**config.mk**
```make
export PLATFORM = sky130hd
export DESIGN_NAME = hazard_unit
export DESIGN_NICKNAME = d
export VERILOG_FILES = /design/src/rtl/hazard_unit.sv
export SDC_FILE = /design/constraint.sdc
export NUM_CORES = 1
export LEC_CHECK = 0
export CAP_MARGIN = 5
export CELL_PAD_IN_SITES_DETAIL_PLACEMENT = 1
export CELL_PAD_IN_SITES_GLOBAL_PLACEMENT = 1
export CORE_UTILIZATION = 22
export CTS_BUF_LIST = sky130_fd_sc_hd__clkbuf_8
export CTS_CLUSTER_DIAMETER = 40
export DETAILED_ROUTE_END_ITERATION = 6
export PLACE_DENSITY_LB_ADDON = 0.1
export SYNTH_ARGS = -nofsm -noshare
export SYNTH_HDL_FRONTEND = slang
export SYNTH_SLANG_ARGS = --single-unit
```
**constraint.sdc**
```tcl
create_clock -name clk -period 2.3 [get_ports clk]
set_input_delay 0.575 -clock clk [delete_from_list [all_inputs] [get_ports clk]]
set_output_delay 0.575 -clock clk [all_outputs]
set_load 0.05 [all_outputs]
```
**src/rtl/hazard_unit.sv**
```systemverilog
// Pipeline hazard controller: load-use and HI/LO-occupancy stalls, taken-branch flushes.
// Optional stall/flush performance counters are built only when HAZARD_PERF_CNT_EN is defined.
module hazard_unit #(
    parameter int MULT_LATENCY = 4,
    parameter int DIV_LATENCY  = 32,
    parameter int CNT_W        = 16
) (
    input  logic             clk,
    input  logic             rst,
    input  logic             MemRead_out_from_EX,
    input  logic [4:0]       Rt_out_from_EX,
    input  logic [4:0]       Rs_out_from_IF,
    input  logic [4:0]       Rt_out_from_IF,
    input  logic             Uses_Rt_in_ID,
    input  logic             MulDiv_in_ID,
    input  logic             MulDiv_is_div,
    input  logic             MfHiLo_in_ID,
    input  logic             Branch_taken,
    output logic             PCWrite,
    output logic             IF_ID_Write,
    output logic             ID_EX_Bubble,
    output logic             IF_ID_Flush,
    output logic             MulDiv_busy,
    output logic             MulDiv_issue,
    output logic [CNT_W-1:0] stall_count,
    output logic [CNT_W-1:0] flush_count
);

    localparam int MAX_LAT = (MULT_LATENCY > DIV_LATENCY) ? MULT_LATENCY : DIV_LATENCY;
    localparam int LAT_W   = $clog2(MAX_LAT + 1);
    localparam logic [LAT_W-1:0] MULT_LAT_C = LAT_W'(MULT_LATENCY);
    localparam logic [LAT_W-1:0] DIV_LAT_C  = LAT_W'(DIV_LATENCY);

    logic [LAT_W-1:0] cnt_q, cnt_d;
    logic             load_use;
    logic             hilo_stall;
    logic             stall;
    logic             issue;

    assign MulDiv_busy = (cnt_q != '0);
    assign load_use    = MemRead_out_from_EX && (Rt_out_from_EX != 5'd0) &&
                         ((Rt_out_from_EX == Rs_out_from_IF) ||
                          (Uses_Rt_in_ID && (Rt_out_from_EX == Rt_out_from_IF)));
    assign hilo_stall  = MulDiv_busy && (MfHiLo_in_ID || MulDiv_in_ID);
    assign stall       = (load_use || hilo_stall) && !Branch_taken;
    assign issue       = MulDiv_in_ID && !stall && !Branch_taken;

    always_ff @(posedge clk) begin
        if (rst) begin
            cnt_q <= '0;
        end else begin
            cnt_q <= cnt_d;
        end
    end

    // A busy unit forces hilo_stall, so a load never collides with a decrement.
    always_comb begin
        cnt_d = cnt_q;
        if (issue) begin
            cnt_d = MulDiv_is_div ? DIV_LAT_C : MULT_LAT_C;
        end else if (cnt_q != '0) begin
            cnt_d = cnt_q - LAT_W'(1);
        end
    end

    always_comb begin
        PCWrite      = 1'b1;
        IF_ID_Write  = 1'b1;
        ID_EX_Bubble = 1'b0;
        IF_ID_Flush  = 1'b0;
        MulDiv_issue = 1'b0;
        if (!rst) begin
            if (Branch_taken) begin
                IF_ID_Flush  = 1'b1;
                ID_EX_Bubble = 1'b1;
            end else if (stall) begin
                PCWrite      = 1'b0;
                IF_ID_Write  = 1'b0;
                ID_EX_Bubble = 1'b1;
            end
            MulDiv_issue = issue;
        end
    end

`ifdef HAZARD_PERF_CNT_EN
    logic [CNT_W-1:0] stall_count_q, stall_count_d;
    logic [CNT_W-1:0] flush_count_q, flush_count_d;

    // Both counters saturate at all-ones rather than wrap.
    always_comb begin
        stall_count_d = stall_count_q;
        flush_count_d = flush_count_q;
        if (stall && !(&stall_count_q)) begin
            stall_count_d = stall_count_q + CNT_W'(1);
        end
        if (Branch_taken && !(&flush_count_q)) begin
            flush_count_d = flush_count_q + CNT_W'(1);
        end
    end

    always_ff @(posedge clk) begin
        if (rst) begin
            stall_count_q <= '0;
            flush_count_q <= '0;
        end else begin
            stall_count_q <= stall_count_d;
            flush_count_q <= flush_count_d;
        end
    end

    assign stall_count = stall_count_q;
    assign flush_count = flush_count_q;
`else
    assign stall_count = '0;
    assign flush_count = '0;
`endif

endmodule

```
==> key figures, run 1 <==
Outcome
  • Run status: finished, violations left
  • Failing checks: negative setup slack

Clocking
  • Worst-Skew Late Latency: 220 ps
  • CTS hold repair buffers: 0
  • CTS sink count: 6
  • CTS tree: done
  • Root buf cell: clkbuf_8
  • Setup Fix Bufs, Post-CTS: 0
  • Reg clk slew, reported paths: 40 ps
  • H-tree Lvls: 1
  • CTS Buffer Depth: 2
  • CTS Buf Count: 3

Place
  • Post-Place Cell Area: 0.00109 mm²
  • Port buffer count: 28
  • Final RePlAce weighted congestion: 0.719
  • Placed Cells: 178
  • DP HPWL: 1560 µm

Routing
  • Total routed wirelength: 1710 µm
  • Vias per inst: 3.66
  • Via count: 663
  • DR DRC count: 0
  • Detailed Routing Iterations Pass 1: 4
  • Drt wl/cell: 9.46 µm
  • Routed Antenna Nets: 0
  • DR iter-0 viols: 1

Cells and area
  • Layout area overhead: 49.8%
  • NumNets Final: 164
  • Largest register FFs: 6
  • Final Cell Area: 0.00113 mm²
  • Most common cell after layout, fill and taps aside: conb_1
  • Final Non-Filler Cells: 181
  • Antenna cells: 0
  • Biggest register: cnt_q
  • Fillers: 416
  • Largest registers: cnt_q x6
  • Commonest non-fill, non-tap cells in the layout: conb_1, buf_4, clkdlybuf4s50_1
  • Share of cells above drive strength 1: 0.263

GRT
  • Initial antenna violation count: 0
  • Largest net degree at the start of global routing: 8
  • First-pass GRT wire length: 2530 µm
  • Overflow after GRT: 0
  • Gr usage total: 0.0942
  • Number of global-route vias before repair: 627

Critical path
  • CP Depth: 6
  • Worst R2R Setup Slack: 820 ps
  • Critical Path Source Type: input pin
  • Setup CP Type: in -> out
  • Crit-path cells: buf_6, or4_4, o21ai_2, a21oi_2, o31a_2, buf_12
  • Critical Path RT: 1730 ps
  • R2R depth: 7
  • Reg-to-reg critical path endpoint: cnt_q[1]
  • Worst setup EP type: primary output
  • Setup crit start: Rt_out_from_EX[2]
  • CP Buf/Inv Count: 2
  • Slowest-stage cell, CP: or4_4
  • Top cell family by delay on the critical path: compound AO/OA/AOI/OAI gates
  • Reg2reg start: cnt_q[0]
  • Critical Path Sink: ID_EX_Bubble
  • Critical path arrival: 1890 ps
  • Crit path largest cell delay: 520 ps
  • Crit-path max FO: 3

Synthesis
  • Unique masters post-synth: 24
  • Cells after synthesis: 98
  • Sequential element share of the synthesized area: 0.159
  • Synth Cell Area: 757 µm²
  • Synthesized flop and latch total: 6
  • Synth Area per Inst: 7.72 µm²
  • Syn. warnings: 0

Floorplanning
  • Die width: 60.7 µm
  • Core area: 0.00315 mm²
  • Full die area: 0.00368 mm²
  • Starting density of the core: 0.240
  • FP Rows: 20
  • Top Ports: 61
  • Die height: 60.7 µm

STA
  • Peak Freq: 0.406 GHz
  • Slew Viols, Final: 0
  • Skew final: 2.06 ps
  • # setup viols final: 4
  • Period utilization: 1.07
  • Min Clock Period, post-route: 2460 ps
  • Post-route setup TNS: -548 ps
  • Final WS setup: -164 ps
  • Unrepaired setup endpoints after global routing: yes
  • Hold Violations, Final: 0

Pwr
  • Clock share of power: 0.136
  • Power density over the cells: 1010 mW/mm²
  • Overall power: 1150 µW
  • Worst vdd ir: 0.000246 V
  • Gate power share: 0.690
  • Sequential cell fraction of total power: 0.174
  • Switching part of the total: 0.482
  • Switching power: 553 µW
  • Leak pwr: 0.000545 µW
  • P_int: 593 µW

Flow run
  • Max cap viols: 0

Worst hold path
  • Hold Startpoint: cnt_q[5]
  • Hold Path Class: reg -> reg
  • Worst Hold Depth: 3
-- final cells by class --
class / instances / area (µm²) / area share
Inverter: 5 / 18.8 / 0.0166
Tap cell: 44 / 55.1 / 0.0486
Sequential cell: 6 / 120 / 0.106
Clock buffer: 3 / 41.3 / 0.0364
Multi-Input combinational cell: 83 / 513 / 0.453
Timing Repair Buffer: 40 / 385 / 0.340
-- Yosys cell counts --
cell / number / area share
a21oi_2: 1 / 0.012
and3_1: 1 / 0.0083
and3b_1: 1 / 0.012
buf_2: 1 / 0.0066
buf_4: 33 / 0.33
clkbuf_1: 1 / 0.0050
conb_1: 1 / 0.0050
dfxtp_1: 6 / 0.16
ha_1: 2 / 0.033
inv_1: 5 / 0.025
nand2_1: 5 / 0.025
nand3_1: 3 / 0.020
nor2_1: 7 / 0.035
nor2b_1: 1 / 0.0083
nor3_1: 5 / 0.033
nor4_1: 1 / 0.0083
o211a_1: 2 / 0.026
o21ai_0: 3 / 0.020
o21ai_2: 1 / 0.012
o31a_1: 1 / 0.012
o41ai_2: 1 / 0.021
or4_4: 1 / 0.015
xnor2_1: 6 / 0.069
xor2_1: 9 / 0.10
-- worst min-delay path, cell delays in order, from the launching register on --
cell     delay [ps]
dfxtp_1         330
xnor2_1          80
nand2_1          50
o21ai_0          60
-- stage by stage --
stage | util | setup slack, ps | hold slack (ps)
global placement | 0.345 | -573 | 556
detailed placement | 0.345 | -584 | 577
global route | 0.360 | -215 | 606
finish | 0.360 | -164 | 575
floorplan | - | -168 | 532
CTS | 0.358 | -215 | 583
-- metal layers --
metal	wire length, µm	track usage	vias to the layer above
met5	0	0	-
met3	184	0.0299	0
met2	894	0.177	35
met1	634	0.103	300
met4	0	0.0195	0
li1	-	-	328
-- power groups by stage --
stage | clock [µW] | sequential [µW] | combinational [µW]
after floorplan | 0 | 189 | 591
after global placement | 0 | 198 | 783
after detailed placement | 0 | 200 | 794
after CTS | 162 | 198 | 801
after global routing | 170 | 202 | 861
final | 155 | 199 | 791
-- logic make-up (layout without fill, tap and decap cells) --
| kind of cell | count (synthesis) | count (layout) | share of synthesized area |
|---|---|---|---|
| AO/OA/AOI/OAI | 9 | 9 | 0.102 |
| XOR/XNOR | 15 | 15 | 0.174 |
| adder cells (fa/ha/maj) | 2 | 2 | 0.0331 |
| buffers and inverters | 40 | 48 | 0.364 |
| flip-flops | 6 | 6 | 0.159 |
| other | 1 | 32 | 0.00495 |
| AND/OR/NAND/NOR | 25 | 25 | 0.164 |
-- what timing repair did --
action	CTS	global route
hold endpoints to repair	0	0
endpoints found under the setup margin	4	4
gates resized for setup	37	1
pin swaps	13	3
-- how the worst min path moves through the flow --
stage	to	slack, ps
after global placement	cnt_q[3]	560
final	cnt_q[5]	580
after floorplan	cnt_q[3]	530
after global routing	cnt_q[3]	610
after CTS	cnt_q[3]	580
after detailed placement	cnt_q[3]	580
Note: power is estimated with default switching activity, not from simulation.
==> inputs of run 2 (changes only) <==
==> constraint.sdc (replaced) <==
create_clock -name clk -period 2.3 [get_ports clk]
set_input_delay 0.46 -clock clk [delete_from_list [all_inputs] [get_ports clk]]
set_output_delay 0.46 -clock clk [all_outputs]
set_load 0.05 [all_outputs]
==> run 2 against run 1 <==
  * The run now ends clean
  * Die area did not move
  * Power decreased by 5.0%
  * Sequential power barely moved
  * Sequential cell count is the same
  * Highest routed layer is now met4
  * Worst hold slack got worse by 17 ps
  * Cell count fell by 1.1%
  * Combinational power decreased by 8.2%
  * Critical path type unchanged
==> key figures, run 2 (synthesized netlist as in run 1, its figures left out) <==
Clocking
  • CTS Buf Count: 3 (unchanged)
  • Root buf cell: clkbuf_8
  • Reg clk slew, reported paths: 40 ps (about the same)
  • CTS Buffer Depth: 2 (unchanged)
  • CTS tree: done
  • Worst-Skew Late Latency: 230 ps (about the same)
  • H-tree Lvls: 1 (unchanged)
  • Setup Fix Bufs, Post-CTS: 0 (unchanged)
  • CTS sink count: 6 (unchanged)

Critical path
  • Worst R2R Setup Slack: 910 ps (+90 ps)
  • Reg-to-reg critical path endpoint: cnt_q[1]
  • Crit-path max FO: 3 (unchanged)
  • Top cell family by delay on the critical path: simple AND/OR/NAND/NOR gates
  • Worst setup EP type: primary output
  • Setup CP Type: in -> out
  • Crit-path cells: buf_2, or4_4, o21ai_2, a21oi_2, o31a_1, buf_12
  • Critical path arrival: 1780 ps (-110 ps)
  • Critical Path Source Type: input pin
  • Reg2reg start: cnt_q[0]
  • Crit path largest cell delay: 530 ps (about the same)
  • Slowest-stage cell, CP: or4_4
  • R2R depth: 6 (-1)
  • CP Buf/Inv Count: 2 (unchanged)
  • Critical Path RT: 1840 ps (+110 ps)

Floorplanning
  • FP Rows: 20 (unchanged)
  • Top Ports: 61 (unchanged)
  • Starting density of the core: 0.240 (unchanged)
  • Full die area: 0.00368 mm² (unchanged)
  • Die width: 60.7 µm (unchanged)
  • Die height: 60.7 µm (unchanged)
  • Core area: 0.00315 mm² (unchanged)

Routing
  • Drt wl/cell: 9.63 µm (+1.8%)
  • DRT met1 WL: 706 µm (+11%)
  • Detailed route wirelength on metal2: 783 µm (-12%)
  • Highest routed metal layer: met4
  • Via count: 651 (-1.8%)
  • Total routed wirelength: 1720 µm (+0.64%)
  • DR DRC count: 0 (unchanged)
  • DR iter-0 viols: 11 (+10)
  • Detailed Routing Iterations Pass 1: 4 (unchanged)
  • Vias per inst: 3.64 (-0.71%)
  • Routed Antenna Nets: 0 (unchanged)
  • Routed wl met3: 195 µm (+6.0%)

GRT
  • Number of global-route vias before repair: 636 (+1.4%)
  • Gr usage total: 0.102 (+0.00831)
  • Largest net degree at the start of global routing: 8 (unchanged)
  • Initial antenna violation count: 0 (unchanged)
  • Overflow after GRT: 0 (unchanged)
  • First-pass GRT wire length: 2680 µm (+6.0%)

STA
  • # setup viols final: 0 (-4)
  • Hold Violations, Final: 0 (unchanged)
  • Skew final: 1.74 ps (-0.327 ps)
  • Peak Freq: 0.447 GHz (+10%)
  • Min Clock Period, post-route: 2240 ps (-228 ps)
  • Post-route setup TNS: 0 ps (+548 ps)
  • Slew Viols, Final: 0 (unchanged)
  • Unrepaired setup endpoints after global routing: no
  • Final WS setup: 64.7 ps (+228 ps)
  • Period utilization: 0.972 (-0.0993)

Cells and area
  • Final Non-Filler Cells: 179 (-1.1%)
  • Layout area overhead: 44.8%
  • Most common cell after layout, fill and taps aside: conb_1
  • Final Cell Area: 0.00110 mm² (-3.3%)
  • Final core utilization: 0.348 (-0.0119)
  • Register area: 120 µm² (unchanged)
  • NumNets Final: 162 (-1.2%)
  • Antenna cells: 0 (unchanged)
  • Largest registers: cnt_q x6
  • Fillers: 421 (+1.2%)
  • Share of cells above drive strength 1: 0.244 (-0.0183)
  • Multi-input gate area: 512 µm² (-0.24%)
  • Biggest register: cnt_q
  • Largest register FFs: 6 (unchanged)
  • Commonest non-fill, non-tap cells in the layout: conb_1, buf_4, clkdlybuf4s50_1

Worst hold path
  • Hold Startpoint: cnt_q[3]
  • Hold Path Sink: cnt_q[3]
  • Hold Path Class: reg -> reg
  • Worst Hold Depth: 2 (-1)

Place
  • Final RePlAce weighted congestion: 0.675 (-6.2%)
  • Place WS: -328 ps (+256 ps)
  • DP HPWL: 1540 µm (-1.2%)
  • Placed Cells: 176 (-1.1%)
  • Port buffer count: 28 (unchanged)
  • Post-Place Cell Area: 0.00107 mm² (-1.5%)

Pwr
  • Leak pwr: 0.000528 µW (-3.1%)
  • Worst vdd ir: 0.000358 V (+45%)
  • Power density over the cells: 992 mW/mm² (-1.8%)

Outcome
  • Run status: complete, no violations

Flow run
  • Max cap viols: 0 (unchanged)
==> run 2: cell count changes in the layout (fill, tap and decap cells not counted), sizes merged <==
cell           before  now
clkdlybuf4s15       2    1
dlygate4sd2         4    5
clkbuf              3    6
buf                24   19
==> run 2: stage by stage <==
| stage | hold WS [ps] | power [µW] |
|---|---|---|
| after floorplan | 532 | 775 |
| after global placement | 553 | 925 |
| after detailed placement | 547 | 931 |
| after CTS | 561 | 1100 |
| after global routing | 607 | 1190 |
| final | 558 | 1090 |
==> run 2: worst max-delay path by stage <==
stage,depth (start not counted),start,end
after global routing,7,Rt_out_from_IF[4],ID_EX_Bubble
after CTS,7,Rt_out_from_EX[1],ID_EX_Bubble
final,6,Rt_out_from_EX[4],ID_EX_Bubble
after global placement,8,Rt_out_from_EX[3],IF_ID_Write
after detailed placement,9,Rt_out_from_EX[2],PCWrite
after floorplan,5,Rt_out_from_EX[3],ID_EX_Bubble
==> run 2: tightest hold or removal path, cell delays in order, from the launching register on <==
cell and delay (ps):
dfxtp_1 320, xnor2_1 150, nor3_1 40
==> run 2: what timing repair did <==
item,CTS,global route
cloned,0,0
pin swaps,10,9
hold buffers,0,0
hold endpoints to repair,0,0
endpoints found under the setup margin,4,4
resized for setup,24,8
==> run 2: area by class of cell <==
| type | instances | share of cell area |
|---|---|---|
| multi-input cells | 83 | 0.467 |
| inverters | 5 | 0.0171 |
| clock buffers | 3 | 0.0377 |
| well taps | 44 | 0.0502 |
| repair buffers | 38 | 0.318 |
| flip-flops and latches | 6 | 0.110 |
==> run 2: report_power, final <==
group / switching, µW / total [µW] / internal [µW]
logic: 449 / 726 / 277
registers: 41.2 / 198 / 156
clock network: 51.2 / 164 / 113
==> run 2: per-layer routing <==
layer  GRT usage  up-vias
li1            -      324
met1       0.118      283
met2       0.160       39
met3      0.0426        5
met4      0.0584        0
met5           0        -
==> inputs of run 3 (changes only) <==
- CAP_MARGIN: 5 -> not set
==> results of run 3 <==
No change in the layout: final DEF, timing and power equal those of run 2.
